**config.mk**
```make
export PLATFORM = sky130hd
export DESIGN_NAME = bp_me_manycore_mmio_responder
export DESIGN_NICKNAME = d
export VERILOG_FILES = /design/src/rtl/bp_me_manycore_mmio_responder.sv
export SDC_FILE = /design/constraint.sdc
export NUM_CORES = 1
export LEC_CHECK = 0
export ABC_AREA = 1
export CAP_MARGIN = 40
export CORE_AREA = 2 2 160 162
export DETAILED_ROUTE_END_ITERATION = 6
export DIE_AREA = 0 0 162 164
export PLACE_DENSITY = 0.76
export SYNTH_ARGS = -nofsm -noshare
export SYNTH_HDL_FRONTEND = slang
export SYNTH_SLANG_ARGS = --single-unit
export TNS_END_PERCENT = 50
```
**constraint.sdc**
```tcl
create_clock -name clk_i -period 2.41 [get_ports clk_i]
set_clock_uncertainty 0.05 [all_clocks]
set_input_delay 0.241 -clock clk_i [delete_from_list [all_inputs] [get_ports clk_i]]
set_output_delay 0.241 -clock clk_i [all_outputs]
set_load 0.01 [all_outputs]
```
**src/rtl/bp_me_manycore_mmio_responder.sv**
```systemverilog
// Manycore -> BedRock MMIO responder: converts one remote word load/store at a time into an
// uncached 4-byte BedRock mem_fwd transaction and answers with a manycore return packet.
module bp_me_manycore_mmio_responder #(
  parameter int x_cord_width_p       = 4,
  parameter int y_cord_width_p       = 4,
  parameter int data_width_p         = 32,
  parameter int addr_width_p         = 28,
  // BlackParrot configuration widths, exposed directly instead of through a config struct
  parameter int paddr_width_p        = 32,
  parameter int bedrock_fill_width_p = 64,
  parameter int lce_id_width_p       = 4,
  parameter int did_width_p          = 3,
  localparam int mc_packet_width_lp  = addr_width_p + 4 + 4 + 5 + data_width_p
                                       + 2 * (x_cord_width_p + y_cord_width_p),
  localparam int mc_return_width_lp  = 2 + data_width_p + 5 + y_cord_width_p + x_cord_width_p,
  localparam int mem_header_width_lp = did_width_p + lce_id_width_p + 3 + paddr_width_p + 4 + 4
) (
  input  logic                            clk_i,
  input  logic                            reset_n_i,

  input  logic [mc_packet_width_lp-1:0]   packet_i,
  input  logic                            packet_v_i,
  output logic                            packet_yumi_o,

  output logic [mc_return_width_lp-1:0]   return_packet_o,
  output logic                            return_packet_v_o,

  output logic [mem_header_width_lp-1:0]  mem_fwd_header_o,
  output logic [bedrock_fill_width_p-1:0] mem_fwd_data_o,
  output logic                            mem_fwd_v_o,
  input  logic                            mem_fwd_ready_and_i,

  input  logic [mem_header_width_lp-1:0]  mem_rev_header_i,
  input  logic [bedrock_fill_width_p-1:0] mem_rev_data_i,
  input  logic                            mem_rev_v_i,
  output logic                            mem_rev_ready_and_o,

  input  logic [paddr_width_p-1:0]        paddr_base_i,
  input  logic [lce_id_width_p-1:0]       lce_id_i,
  input  logic [did_width_p-1:0]          did_i,
  output logic                            error_o
);

  localparam int fill_words_lp = bedrock_fill_width_p / data_width_p;

  typedef enum logic [1:0] {e_ready, e_send, e_wait, e_return} state_e;

  typedef enum logic [3:0] {
    e_remote_load    = 4'd0,
    e_remote_store   = 4'd1,
    e_remote_sw      = 4'd2,
    e_remote_amoswap = 4'd3,
    e_remote_amoadd  = 4'd4,
    e_remote_amoxor  = 4'd5,
    e_remote_amoand  = 4'd6,
    e_remote_amoor   = 4'd7
  } mc_op_e;

  typedef enum logic [3:0] {
    e_bedrock_mem_rd    = 4'd0,
    e_bedrock_mem_wr    = 4'd1,
    e_bedrock_mem_uc_rd = 4'd2,
    e_bedrock_mem_uc_wr = 4'd3
  } mem_msg_e;

  localparam logic [2:0] e_bedrock_msg_size_4 = 3'd2;
  localparam logic [1:0] e_return_credit      = 2'd0;
  localparam logic [1:0] e_return_int_wb      = 2'd1;

  typedef struct packed {
    logic [addr_width_p-1:0]   addr;
    logic [3:0]                op;
    logic [3:0]                mask;
    logic [4:0]                reg_id;
    logic [data_width_p-1:0]   data;
    logic [y_cord_width_p-1:0] src_y;
    logic [x_cord_width_p-1:0] src_x;
    logic [y_cord_width_p-1:0] y_cord;
    logic [x_cord_width_p-1:0] x_cord;
  } mc_packet_s;

  typedef struct packed {
    logic [1:0]                pkt_type;
    logic [data_width_p-1:0]   data;
    logic [4:0]                reg_id;
    logic [y_cord_width_p-1:0] y_cord;
    logic [x_cord_width_p-1:0] x_cord;
  } mc_return_s;

  // Fwd and rev share one header layout; payload (did, lce_id) sits in the top bits.
  typedef struct packed {
    logic [did_width_p-1:0]    did;
    logic [lce_id_width_p-1:0] lce_id;
    logic [2:0]                size;
    logic [paddr_width_p-1:0]  addr;
    logic [3:0]                subop;
    logic [3:0]                msg_type;
  } mem_header_s;

  mc_packet_s  pkt;
  mem_header_s rev_hdr;
  assign pkt     = packet_i;
  assign rev_hdr = mem_rev_header_i;

  state_e      state_q, state_d;
  logic        accept_q, accept_d;
  logic        fwd_v_q, fwd_v_d;
  logic        rev_ready_q, rev_ready_d;
  logic        ret_v_q, ret_v_d;
  logic        error_q, error_d;
  mem_header_s hdr_q, hdr_d;
  mc_return_s  ret_pkt_q, ret_pkt_d;
  logic [bedrock_fill_width_p-1:0] fwd_data_q, fwd_data_d;

  logic                     is_load, is_store_class, fwd_ok;
  logic [paddr_width_p-1:0] paddr;

  assign is_load        = (pkt.op == e_remote_load);
  assign is_store_class = (pkt.op == e_remote_store) || (pkt.op == e_remote_sw);
  assign fwd_ok         = is_load || (pkt.op == e_remote_sw)
                          || ((pkt.op == e_remote_store) && (pkt.mask == 4'hF));
  // Carry out of the add is dropped, so the physical address wraps.
  assign paddr          = paddr_base_i + paddr_width_p'({pkt.addr, 2'b00});

  // accept_q is low through reset, so a request held valid during reset is never consumed.
  assign packet_yumi_o  = packet_v_i & accept_q;

  always_comb begin
    // NOTE: every always_comb output takes its held value first; a path that skips an
    // assignment would otherwise infer a latch.
    state_d     = state_q;
    fwd_v_d     = fwd_v_q;
    rev_ready_d = rev_ready_q;
    ret_v_d     = ret_v_q;
    error_d     = error_q;
    hdr_d       = hdr_q;
    ret_pkt_d   = ret_pkt_q;
    fwd_data_d  = fwd_data_q;

    unique case (state_q)
      e_ready: begin
        if (packet_yumi_o) begin
          ret_pkt_d.pkt_type = is_store_class ? e_return_credit : e_return_int_wb;
          ret_pkt_d.data     = '0;
          ret_pkt_d.reg_id   = pkt.reg_id;
          ret_pkt_d.y_cord   = pkt.src_y;
          ret_pkt_d.x_cord   = pkt.src_x;

          hdr_d          = '0;
          hdr_d.msg_type = is_load ? e_bedrock_mem_uc_rd : e_bedrock_mem_uc_wr;
          hdr_d.addr     = paddr;
          hdr_d.size     = e_bedrock_msg_size_4;
          hdr_d.lce_id   = lce_id_i;
          hdr_d.did      = did_i;
          fwd_data_d     = is_load ? '0 : {fill_words_lp{pkt.data}};

          if (fwd_ok) begin
            state_d = e_send;
            fwd_v_d = 1'b1;
          end else begin
            state_d = e_return;
            ret_v_d = 1'b1;
            error_d = 1'b1;
          end
        end
      end

      e_send: begin
        if (mem_fwd_ready_and_i) begin
          state_d     = e_wait;
          fwd_v_d     = 1'b0;
          rev_ready_d = 1'b1;
        end
      end

      e_wait: begin
        if (rev_ready_q && mem_rev_v_i) begin
          state_d     = e_return;
          rev_ready_d = 1'b0;
          ret_v_d     = 1'b1;
          if (ret_pkt_q.pkt_type == e_return_int_wb) begin
            ret_pkt_d.data = mem_rev_data_i[data_width_p-1:0];
          end
          if (rev_hdr.msg_type != hdr_q.msg_type) begin
            error_d = 1'b1;
          end
        end
      end

      e_return: begin
        state_d = e_ready;
        ret_v_d = 1'b0;
      end

      default: state_d = e_ready;
    endcase

    accept_d = (state_d == e_ready);
  end

  always_ff @(posedge clk_i or negedge reset_n_i) begin
    if (!reset_n_i) begin
      state_q     <= e_ready;
      accept_q    <= 1'b0;
      fwd_v_q     <= 1'b0;
      rev_ready_q <= 1'b0;
      ret_v_q     <= 1'b0;
      error_q     <= 1'b0;
      hdr_q       <= '0;
      ret_pkt_q   <= '0;
      fwd_data_q  <= '0;
    end else begin
      // NOTE: non-blocking assignments so every flop samples the pre-edge value of the others.
      state_q     <= state_d;
      accept_q    <= accept_d;
      fwd_v_q     <= fwd_v_d;
      rev_ready_q <= rev_ready_d;
      ret_v_q     <= ret_v_d;
      error_q     <= error_d;
      hdr_q       <= hdr_d;
      ret_pkt_q   <= ret_pkt_d;
      fwd_data_q  <= fwd_data_d;
    end
  end

  assign mem_fwd_v_o         = fwd_v_q;
  assign mem_fwd_header_o    = hdr_q;
  assign mem_fwd_data_o      = fwd_data_q;
  assign mem_rev_ready_and_o = rev_ready_q;
  assign return_packet_v_o   = ret_v_q;
  assign return_packet_o     = ret_pkt_q;
  assign error_o             = error_q;

  // Destination coordinates were consumed by the network; rev fields besides msg_type are ignored.
  logic unused_bits;
  assign unused_bits = ^{pkt.y_cord, pkt.x_cord,
                         mem_rev_data_i[bedrock_fill_width_p-1:data_width_p],
                         rev_hdr.did, rev_hdr.lce_id, rev_hdr.size, rev_hdr.addr, rev_hdr.subop};

endmodule

```
==> impl_metrics.tcl, run 1 <==
set metrics [dict create \
    fin_setup_tns_ns 0 \
    finalPower_mw 11.8 \
    crit_type "in2reg" \
    ir_drop_v 0.000509 \
    place_ws_ns -0.0303 \
    grt_pass1_wl_mm 38.1 \
    antenna_cells 0 \
    p_clk_share_pct 21.8 \
    utilization_pct 45.5 \
    power.switching_mw 4.39 \
    ff2ff_path_depth 8 \
    multiInputGateArea_mm2 0.00326 \
    final_nets 1584 \
    r2r_end "return_packet_o[20]" \
    reg2reg_slack_ns 0.41 \
    max_freq_ghz 0.489 \
    drv_cap 0 \
    p_leak_nw 5.51 \
    placement.io_buffers 317 \
    status "finished, final reports clean" \
    synthToLayoutAreaGrowth_pct 53.9 \
    synth_top_cell_by_area "dfrtp_1" \
    grt_max_degree 65 \
    vias_per_cell 4.52 \
    dieArea_mm2 0.0266 \
    busiest_layer "met2" \
    synth_area_per_cell_um2 7.20 \
    clock_latency_ns 0.40 \
    ios 413 \
    setup_slack_ns 0.366 \
    vias 7457 \
    reg2reg_from "state_q[0]" \
    p_int_mw 7.38 \
    dieWidth_um 162 \
    slew_headroom_pct 65.4 \
    dieHeight_um 164 \
    grt_pass1_vias 7491 \
    clk_pin_slew_ns 0.06 \
    hold_violations 0 \
    power.share.switching_pct 37.3 \
    synth_flop_cell "dfrtp_1" \
    ys_seq_area_share_pct 43.0 \
    min_period_ns 2.04 \
    regArea_mm2 0.00315 \
    async_reset_ff_share_pct 100 \
    yosysUniqueCellTypes 29 \
    fin_crit_sh_pct 84.8 \
    cp-end-kind "flip-flop" \
    pwr-share-comb_pct 47.2 \
    hpwl_mm 19.0 \
    pwr-share-seq_pct 31.0 \
    antenna_found_initial 0 \
    worst-path-max-fanout 4 \
    core_mm2 0.0248 \
    rsz0062_at_grt "no" \
    final_max_slew_viol_count 0 \
    htree_levels 4 \
    cts_made_buffers 17 \
    netlist_area_mm2 0.00733 \
    drt_first_pass_iters 7 \
    syn_inst 1019 \
    clockRootBuffer "clkbuf_16" \
    synth_top_area_share_pct 43.0 \
    wl_per_cell_um 14.7 \
    grtUsageMet3_pct 5.25 \
    drc 0 \
    grtUsageMet1_pct 21.2 \
    use_met2_pct 32.3 \
    fillers 2463 \
    first_iter_violations 468 \
    tritoncts "yes" \
    worstHoldPathType "in2async" \
    num_rows 58 \
    drtAntennaViolNets 0 \
    gp_congestion 0.896 \
    drive_gt1_share_pct 4.47 \
    endpoint "mem_fwd_header_o[30]" \
    crit_path_start_kind "primary input" \
    cts.sinks 126 \
    grt_usage_pct 18.2 \
    post_cts_buffers 0 \
    critPathLaunch "paddr_base_i[2]" \
    p_per_area_mw_per_mm2 1040 \
    ys_seq_elements 126 \
    grt-ovfl-total 0 \
    initial_core_util_pct 29.5 \
    cp_data_arrival_time_ns 2.29 \
    routed_wl_mm 24.3 \
    synth_edf_count 0 \
    clk_path_buf_depth 2 \
    yosys-top-cells-area "dfrtp_1 (43%), nand2_1 (20%), nand3_1 (7.2%), inv_1 (6.8%), ha_1 (4.8%)" \
    synth_warnings 0 \
    worst_pin_slew_ns 0.519 \
    setup_viol 0 \
    crit_required_ns 2.65 \
    hold_slack_ns 0.292 \
]
cell families (layout without fill, tap and decap cells):
family	after synthesis	count (layout)	synth area share [%]
other	1	9	0.0511
buffers and inverters	208	502	13.0
AO/OA/AOI/OAI	83	83	6.02
flip-flops	126	126	43.0
XOR/XNOR	14	14	1.67
AND/OR/NAND/NOR	558	558	31.2
adder cells (fa/ha/maj)	29	29	5.05
layout by cell type, fill, tap and decap left out, drive strengths merged, types with 2 or more instances in the layout:
master	count
nand2	383
clkdlybuf4s50	316
inv	142
dfrtp	126
nand3	105
o21ai	53
nor2	50
ha	28
a21oi	23
clkbuf	18
buf	17
xnor2	13
conb	9
nand3b	6
nand4	5
nor3	4
clkinv	4
o21bai	3
or2	3
clkinvlp	3
a31oi	2
and2	2
cell usage after synthesis, types with 2 or more instances:
cell type	count
buf_2	11
nor2_1	48
nand3b_1	6
inv_1	132
buf_4	42
nand2_1	383
dfrtp_1	126
a31oi_1	2
clkbuf_1	19
o21ai_1	28
nand4_1	5
ha_1	28
xnor2_1	13
a21oi_1	22
inv_2	4
o21bai_1	3
nand3_1	105
o21ai_0	25
or2_2	3
and2_1	2
nor3_1	4
timing repair:
item / CTS / global route
resized for setup: 0 / 0
hold endpoints to repair: 49 / 0
hold buffers: 1 / 0
registers in the layout (all words and copies together), names as in the netlist:
signal and count:
return_packet_o 46, mem_fwd_header_o 41, mem_fwd_data_o 32, state_q 2, accept_q 1, error_o 1
mem_fwd_v_o 1, mem_rev_ready_and_o 1, return_packet_v_o 1
power groups by stage:
stage	sequential (mW)	combinational [mW]	clock (mW)
2_1_floorplan	3.99	2.26	0
3_3_place_gp	3.65	5.52	0
3_5_place_dp	3.68	5.61	0
4_1_cts	3.66	5.63	2.64
5_1_grt	3.77	6.09	2.75
6_report	3.65	5.56	2.56
per-layer routing:
metal	routed length (µm)	share of wire (%)
met1	9910	41
met3	2010	8.3
met2	11900	49
met4	484	2.0
met5	0	0
metrics by stage:
stage	std cells	cell area (µm²)
finish	1651	11300
global route	1651	11300
CTS	1651	11300
detailed placement	1618	10700
global placement	1618	10700
floorplan	1027	7360
layout make-up:
cell class,count,area share (%)
Clock buffer,18,3.89
Tap cell,330,3.66
Multi-Input combinational cell,693,28.9
Timing Repair Buffer,334,29.7
Clock inverter,14,1.33
Sequential cell,126,27.9
Inverter,136,4.54
worst min path at each step:
stage | startpoint | end | slack [ns] | cells past startpoint
after floorplan | reset_n_i | accept_q | -0.10 | 0
after global placement | reset_n_i | return_packet_o[19] | 0.18 | 1
after detailed placement | reset_n_i | return_packet_o[18] | 0.18 | 1
after CTS | packet_i[49] | return_packet_o[9] | 0.28 | 3
after global routing | did_i[1] | mem_fwd_header_o[48] | 0.30 | 3
final | reset_n_i | return_packet_o[18] | 0.29 | 2
critical path: stages:
cell and delay, ns:
clkdlybuf4s50_1 0.48, ha_1 0.22, inv_1 0.07, fa_1 0.38, inv_1 0.09, nand3_1 0.06
nand3_1 0.14, nand3_1 0.09, nand3_1 0.15, nand2_1 0.09, nand2_1 0.07, nand2_1 0.05
nand3_1 0.07, nand2_1 0.05
No activity file was read; power rests on OpenSTA's default activity.
==> run 2, diff against run 1 <==
CORE_AREA = 2 2 162 164   (was 2 2 160 162)
DIE_AREA = 0 0 164 166   (was 0 0 162 164)
PLACE_DENSITY = 0.77   (was 0.76)
clock period = 1.7 ns   (was 2.41 ns; I/O delays follow)
==> run 2 against run 1 <==
Net effect: sequential share of layout area down 2.3 points; power up 48%; cell area up 9.2%; register-to-register slack worse by 0.33 ns; flip-flop and latch count unchanged; worst setup slack worse by 0.36 ns; die area up 2.5%; first-iteration DRC count down 5.1%; clock power up 39%.
==> impl_metrics.tcl, run 2 (same netlist as run 1, synthesis figures left out) <==
set metrics [dict create \
    ir_drop_v 0.000712 \
    initial_core_util_pct 28.6 \
    crit_type "in2reg" \
    final_nets 1649 \
    routed_wl_mm 26.3 \
    ff2ff_path_depth 8 \
    p_leak_nw 5.98 \
    drv_cap 0 \
    synthToLayoutAreaGrowth_pct 68.0 \
    final_common_cell "nand2_1" \
    cts_made_buffers 17 \
    cts.sinks 126 \
    post_dp_cell_area_mm2 0.0112 \
    fin_crit_sh_pct 99.6 \
    vias_per_cell 4.61 \
    worst-path-max-fanout 5 \
    dieWidth_um 164 \
    clockRootBuffer "clkbuf_16" \
    fillers 2362 \
    clk_pin_slew_ns 0.06 \
    grt_pass1_vias 7774 \
    antenna_cells 0 \
    regArea_mm2 0.00315 \
    grt-ovfl-total 0 \
    status "finished, final reports clean" \
    setup_viol 0 \
    min_period_ns 1.69 \
    tritoncts "yes" \
    place_ws_ns -0.742 \
    num_rows 59 \
    crit_path_start_kind "primary input" \
    rsz0062_at_grt "yes" \
    fin_area_mm2 0.0123 \
    crit_required_ns 1.95 \
    cp-end-kind "flip-flop" \
    max_freq_ghz 0.591 \
    clock_latency_ns 0.40 \
    hold_violations 0 \
    first_iter_violations 444 \
    dieArea_mm2 0.0272 \
    final_max_slew_viol_count 0 \
    multiInputGateArea_mm2 0.00371 \
    worstHoldPathType "in2async" \
    ios 413 \
    r2r_end "return_packet_o[13]" \
    clk_path_buf_depth 2 \
    wl_per_cell_um 15.3 \
    final_cell_mix "nand2_1 (362), clkdlybuf4s50_1 (307), inv_1 (130)" \
    gp_congestion 0.880 \
    htree_levels 4 \
    drc 0 \
    dieHeight_um 166 \
    hpwl_mm 19.5 \
    largest_reg_flops 46 \
    antenna_found_initial 0 \
    vias 7930 \
    reg2reg_from "state_q[1]" \
    drive_gt1_share_pct 15.2 \
    drtAntennaViolNets 0 \
    reg2reg_slack_ns 0.08 \
    drt_first_pass_iters 6 \
    grt_pass1_wl_mm 39.3 \
    grt_usage_pct 18.2 \
    setup_slack_ns 0.00744 \
    p_per_area_mw_per_mm2 1410 \
    cp_data_arrival_time_ns 1.94 \
    grt_max_degree 60 \
    placement.io_buffers 317 \
    core_mm2 0.0256 \
]
run 2: routing by layer:
layer | wire [µm] | share of wire (%) | global-route usage, %
met1 | 10400 | 40 | 21.1
met5 | 0 | 0 | 0
met3 | 2020 | 7.7 | 4.85
met4 | 736 | 2.8 | 6.25
met2 | 13100 | 50 | 32.1
run 2: power breakdown:
group	switching [mW]	leakage [nW]	internal, mW
registers	0.911	1.60	4.30
logic	4.07	4.09	4.54
clock network	1.48	0.288	2.08
run 2: worst max-delay path, cell delays in order:
cell             delay [ns]
clkdlybuf4s50_1        0.52
ha_4                   0.24
nand2_1                0.11
nand2_1                0.07
nand2_1                0.10
nand2_1                0.07
nand2_1                0.09
nand3_2                0.15
nand3_1                0.13
nand3b_1               0.08
nand3_1                0.14
nand2_1                0.07
run 2: what timing repair did:
action	in CTS	in global routing
setup buffers	1	4
gates resized for setup	12	96
pin swaps	2	8
endpoints found under the hold margin	126	0
setup endpoints to repair	19	57
cloned	0	2
hold buffers	1	0
run 2: worst max-delay path by stage:
stage / from / endpoint / slack [ns] / cells after the start
2_1_floorplan: packet_i[61] / mem_fwd_header_o[38] / 0.01 / 13
3_3_place_gp: packet_i[61] / mem_fwd_header_o[38] / -0.66 / 14
3_5_place_dp: packet_i[61] / mem_fwd_header_o[38] / -0.74 / 14
4_1_cts: packet_i[75] / mem_fwd_header_o[33] / 0.004 / 12
5_1_grt: packet_i[63] / mem_fwd_header_o[35] / -0.09 / 13
6_report: packet_i[63] / mem_fwd_header_o[27] / 0.007 / 12
run 2: cell type report:
class | instances | area share, %
inverters | 136 | 4.15
repair buffers | 399 | 32.1
well taps | 335 | 3.40
clock inverters | 14 | 1.07
clock buffers | 18 | 3.56
flip-flops and latches | 126 | 25.6
multi-input cells | 693 | 30.2
run 2: per-stage QoR:
| stage | util, % | std cells | power [mW] | setup TNS, ns | hold slack [ns] |
|---|---|---|---|---|---|
| 2_1_floorplan | - | 1027 | 8.86 | 0 | -0.176 |
| 3_3_place_gp | 43.6 | 1681 | 13.3 | -16.12 | 0.0341 |
| 3_5_place_dp | 43.6 | 1681 | 13.5 | -16.72 | 0.0313 |
| 4_1_cts | 46.1 | 1715 | 17.2 | 0 | 0.156 |
| 5_1_grt | 48.1 | 1721 | 18.6 | -0.414 | 0.181 |
| 6_report | 48.1 | 1721 | 17.4 | 0 | 0.177 |
==> run 3, diff against run 2 <==
PLACE_DENSITY = 0.7   (was 0.77)
RECOVER_POWER = 25   (was unset)
==> run 3 against run 2 <==
Net effect: sequential share of layout area fell by 0.057 points; global-route usage is 0.44 points lower; cell area grew 0.22%; critical path type unchanged; largest power group unchanged; wire length is 3.5% lower; non-clock buffer count shrank 4.
==> impl_metrics.tcl, run 3 (same netlist as run 1, synthesis figures left out) <==
set metrics [dict create \
    synthToLayoutAreaGrowth_pct 68.4 \
    grt_usage_pct 17.8 \
    placement.io_buffers 317 \
    antenna_found_initial 0 \
    drv_cap 0 \
    drtAntennaViolNets 0 \
    clock_latency_ns 0.40 \
    min_period_ns 1.65 \
    setup_viol 0 \
    top_layer "met4" \
    utilization_pct 48.2 \
    num_rows 59 \
    cts.sinks 126 \
    grt_pass1_vias 7414 \
    vias_per_cell 4.45 \
    reg2reg_from "state_q[0]" \
    crit_path_start_kind "primary input" \
    slowest_stage "clkdlybuf4s50_1" \
    drc 0 \
    placedCellCount 1678 \
    wl_met2_mm 12.5 \
    fin_setup_tns_ns 0 \
    routed_wl_mm 25.4 \
    hold_violations 0 \
    worst_pin_slew_ns 1.04 \
    tritoncts "yes" \
    largest_reg_flops 46 \
    worstHoldPathType "in2reg" \
    core_mm2 0.0256 \
    gp_congestion 0.879 \
    critPathMaxStageDelay_ns 0.45 \
    wl_per_cell_um 14.8 \
    max_freq_ghz 0.606 \
    dieArea_mm2 0.0272 \
    reg2reg_slack_ns 0.08 \
    first_iter_violations 426 \
    min_from "packet_i[61]" \
    cp-end-kind "flip-flop" \
    path_common_cell "nand2_1" \
    p_leak_nw 6.06 \
    clk_pin_slew_ns 0.06 \
    slew_headroom_pct 30.5 \
    final_cell_mix "nand2_1 (366), clkdlybuf4s50_1 (292), inv_1 (129)" \
    vias 7645 \
    hold_slack_ns 0.208 \
    min_to "mem_fwd_header_o[10]" \
    dieHeight_um 166 \
    ir_drop_v 0.000732 \
    ff2ff_path_depth 9 \
    ios 413 \
    fin_area_mm2 0.0123 \
    wl_met3_mm 1.98 \
    drive_gt1_share_pct 14.6 \
    fin_crit_sh_pct 97.1 \
    grt_max_degree 74 \
    path_cells "clkdlybuf4s50_1 -> ha_4 -> nand2_2 -> nor2_2 -> nand2_1 -> nand2_1 -> nand2_1 -> nand2_1 -> nand2_1 -> nand2_1 -> nand2_1 -> nand3_1 -> nand2_1" \
    crit_family "simple AND/OR/NAND/NOR gates" \
    cts_made_buffers 17 \
    clk_path_buf_depth 2 \
    r2r_end "return_packet_o[21]" \
    crit_required_ns 1.94 \
    dieWidth_um 164 \
    final_nets 1645 \
    clockRootBuffer "clkbuf_16" \
    drt-met1-wl_mm 10.6 \
    hpwl_mm 18.7 \
    grt-ovfl-total 0 \
    whs_path_depth 4 \
    crit_buf_inv 1 \
    antenna_cells 0 \
    cp_data_arrival_time_ns 1.89 \
    p_per_area_mw_per_mm2 1410 \
    grt_pass1_wl_mm 38.4 \
    post_dp_cell_area_mm2 0.0111 \
    htree_levels 4 \
    final_max_slew_viol_count 0 \
    worst-path-max-fanout 3 \
    final_common_cell "nand2_1" \
    crit_type "in2reg" \
    drt_first_pass_iters 4 \
    layoutNonFillerInstCount 1717 \
    initial_core_util_pct 28.6 \
    status "finished, final reports clean" \
]
-- run 3: changes by cell type in the layout (fill, tap and decap cells not counted), moves of 4 or more --
cell	delta
nand2_1	+4
ha_4	+6
nand3_1	+5
nor2_4	+4
nand3_2	-4
nor2_1	-4
nand2_2	-5
ha_1	-4
clkdlybuf4s50_1	-15
dlymetal6s2s_1	+13
-- run 3: final cells by class --
| cell class | count | area [µm²] |
|---|---|---|
| Clock buffer | 17 | 425 |
| Multi-Input combinational cell | 693 | 3760 |
| Clock inverter | 15 | 174 |
| Timing Repair Buffer | 395 | 3900 |
| Sequential cell | 126 | 3150 |
| Inverter | 136 | 512 |
| Tap cell | 335 | 419 |
| Fill cell | 2401 | 13300 |
-- run 3: timing repair --
action / in CTS / in global routing
cloned: 0 / 2
hold buffers: 1 / 0
setup endpoints to repair: 24 / 107
gates resized for setup: 26 / 95
buffers inserted: 1 / 3
endpoints found under the hold margin: 126 / 0
pin swaps: 5 / 19
-- run 3: metrics by stage --
stage          power (mW)  setup slack, ns
6_report             17.4           0.0490
5_1_grt              18.6          -0.0189
3_3_place_gp         13.3           -0.706
4_1_cts              17.3         -0.00617
2_1_floorplan        8.86           0.0143
3_5_place_dp         13.4           -0.701
-- run 3: report_power, final --
| group | switching (mW) | internal (mW) |
|---|---|---|
| sequential | 0.870 | 4.30 |
| combinational | 4.01 | 4.49 |
| clock | 1.56 | 2.22 |
-- run 3: how the worst max path moves through the flow --
stage                          start                   end  slack [ns]  depth (start not counted)
finish               paddr_base_i[7]  mem_fwd_header_o[33]        0.05                         13
global route        paddr_base_i[11]  mem_fwd_header_o[39]       -0.02                         13
CTS                     packet_i[70]  mem_fwd_header_o[39]      -0.006                         13
detailed placement   paddr_base_i[2]  mem_fwd_header_o[38]       -0.70                         14
global placement     paddr_base_i[2]  mem_fwd_header_o[38]       -0.71                         14
floorplan               packet_i[61]  mem_fwd_header_o[38]        0.01                         13
-- run 3: metal layers --
layer	track usage [%]	vias up
met5	0	-
met4	4.31	0
met3	4.87	22
met2	30.7	279
met1	21.8	3524
li1	-	3820
-- run 3: tightest hold or removal path, cell delays in order --
cell           delay (ns)
dlygate4sd2_1        0.23
ha_4                 0.13
nand2_1              0.04
nand2_1              0.05
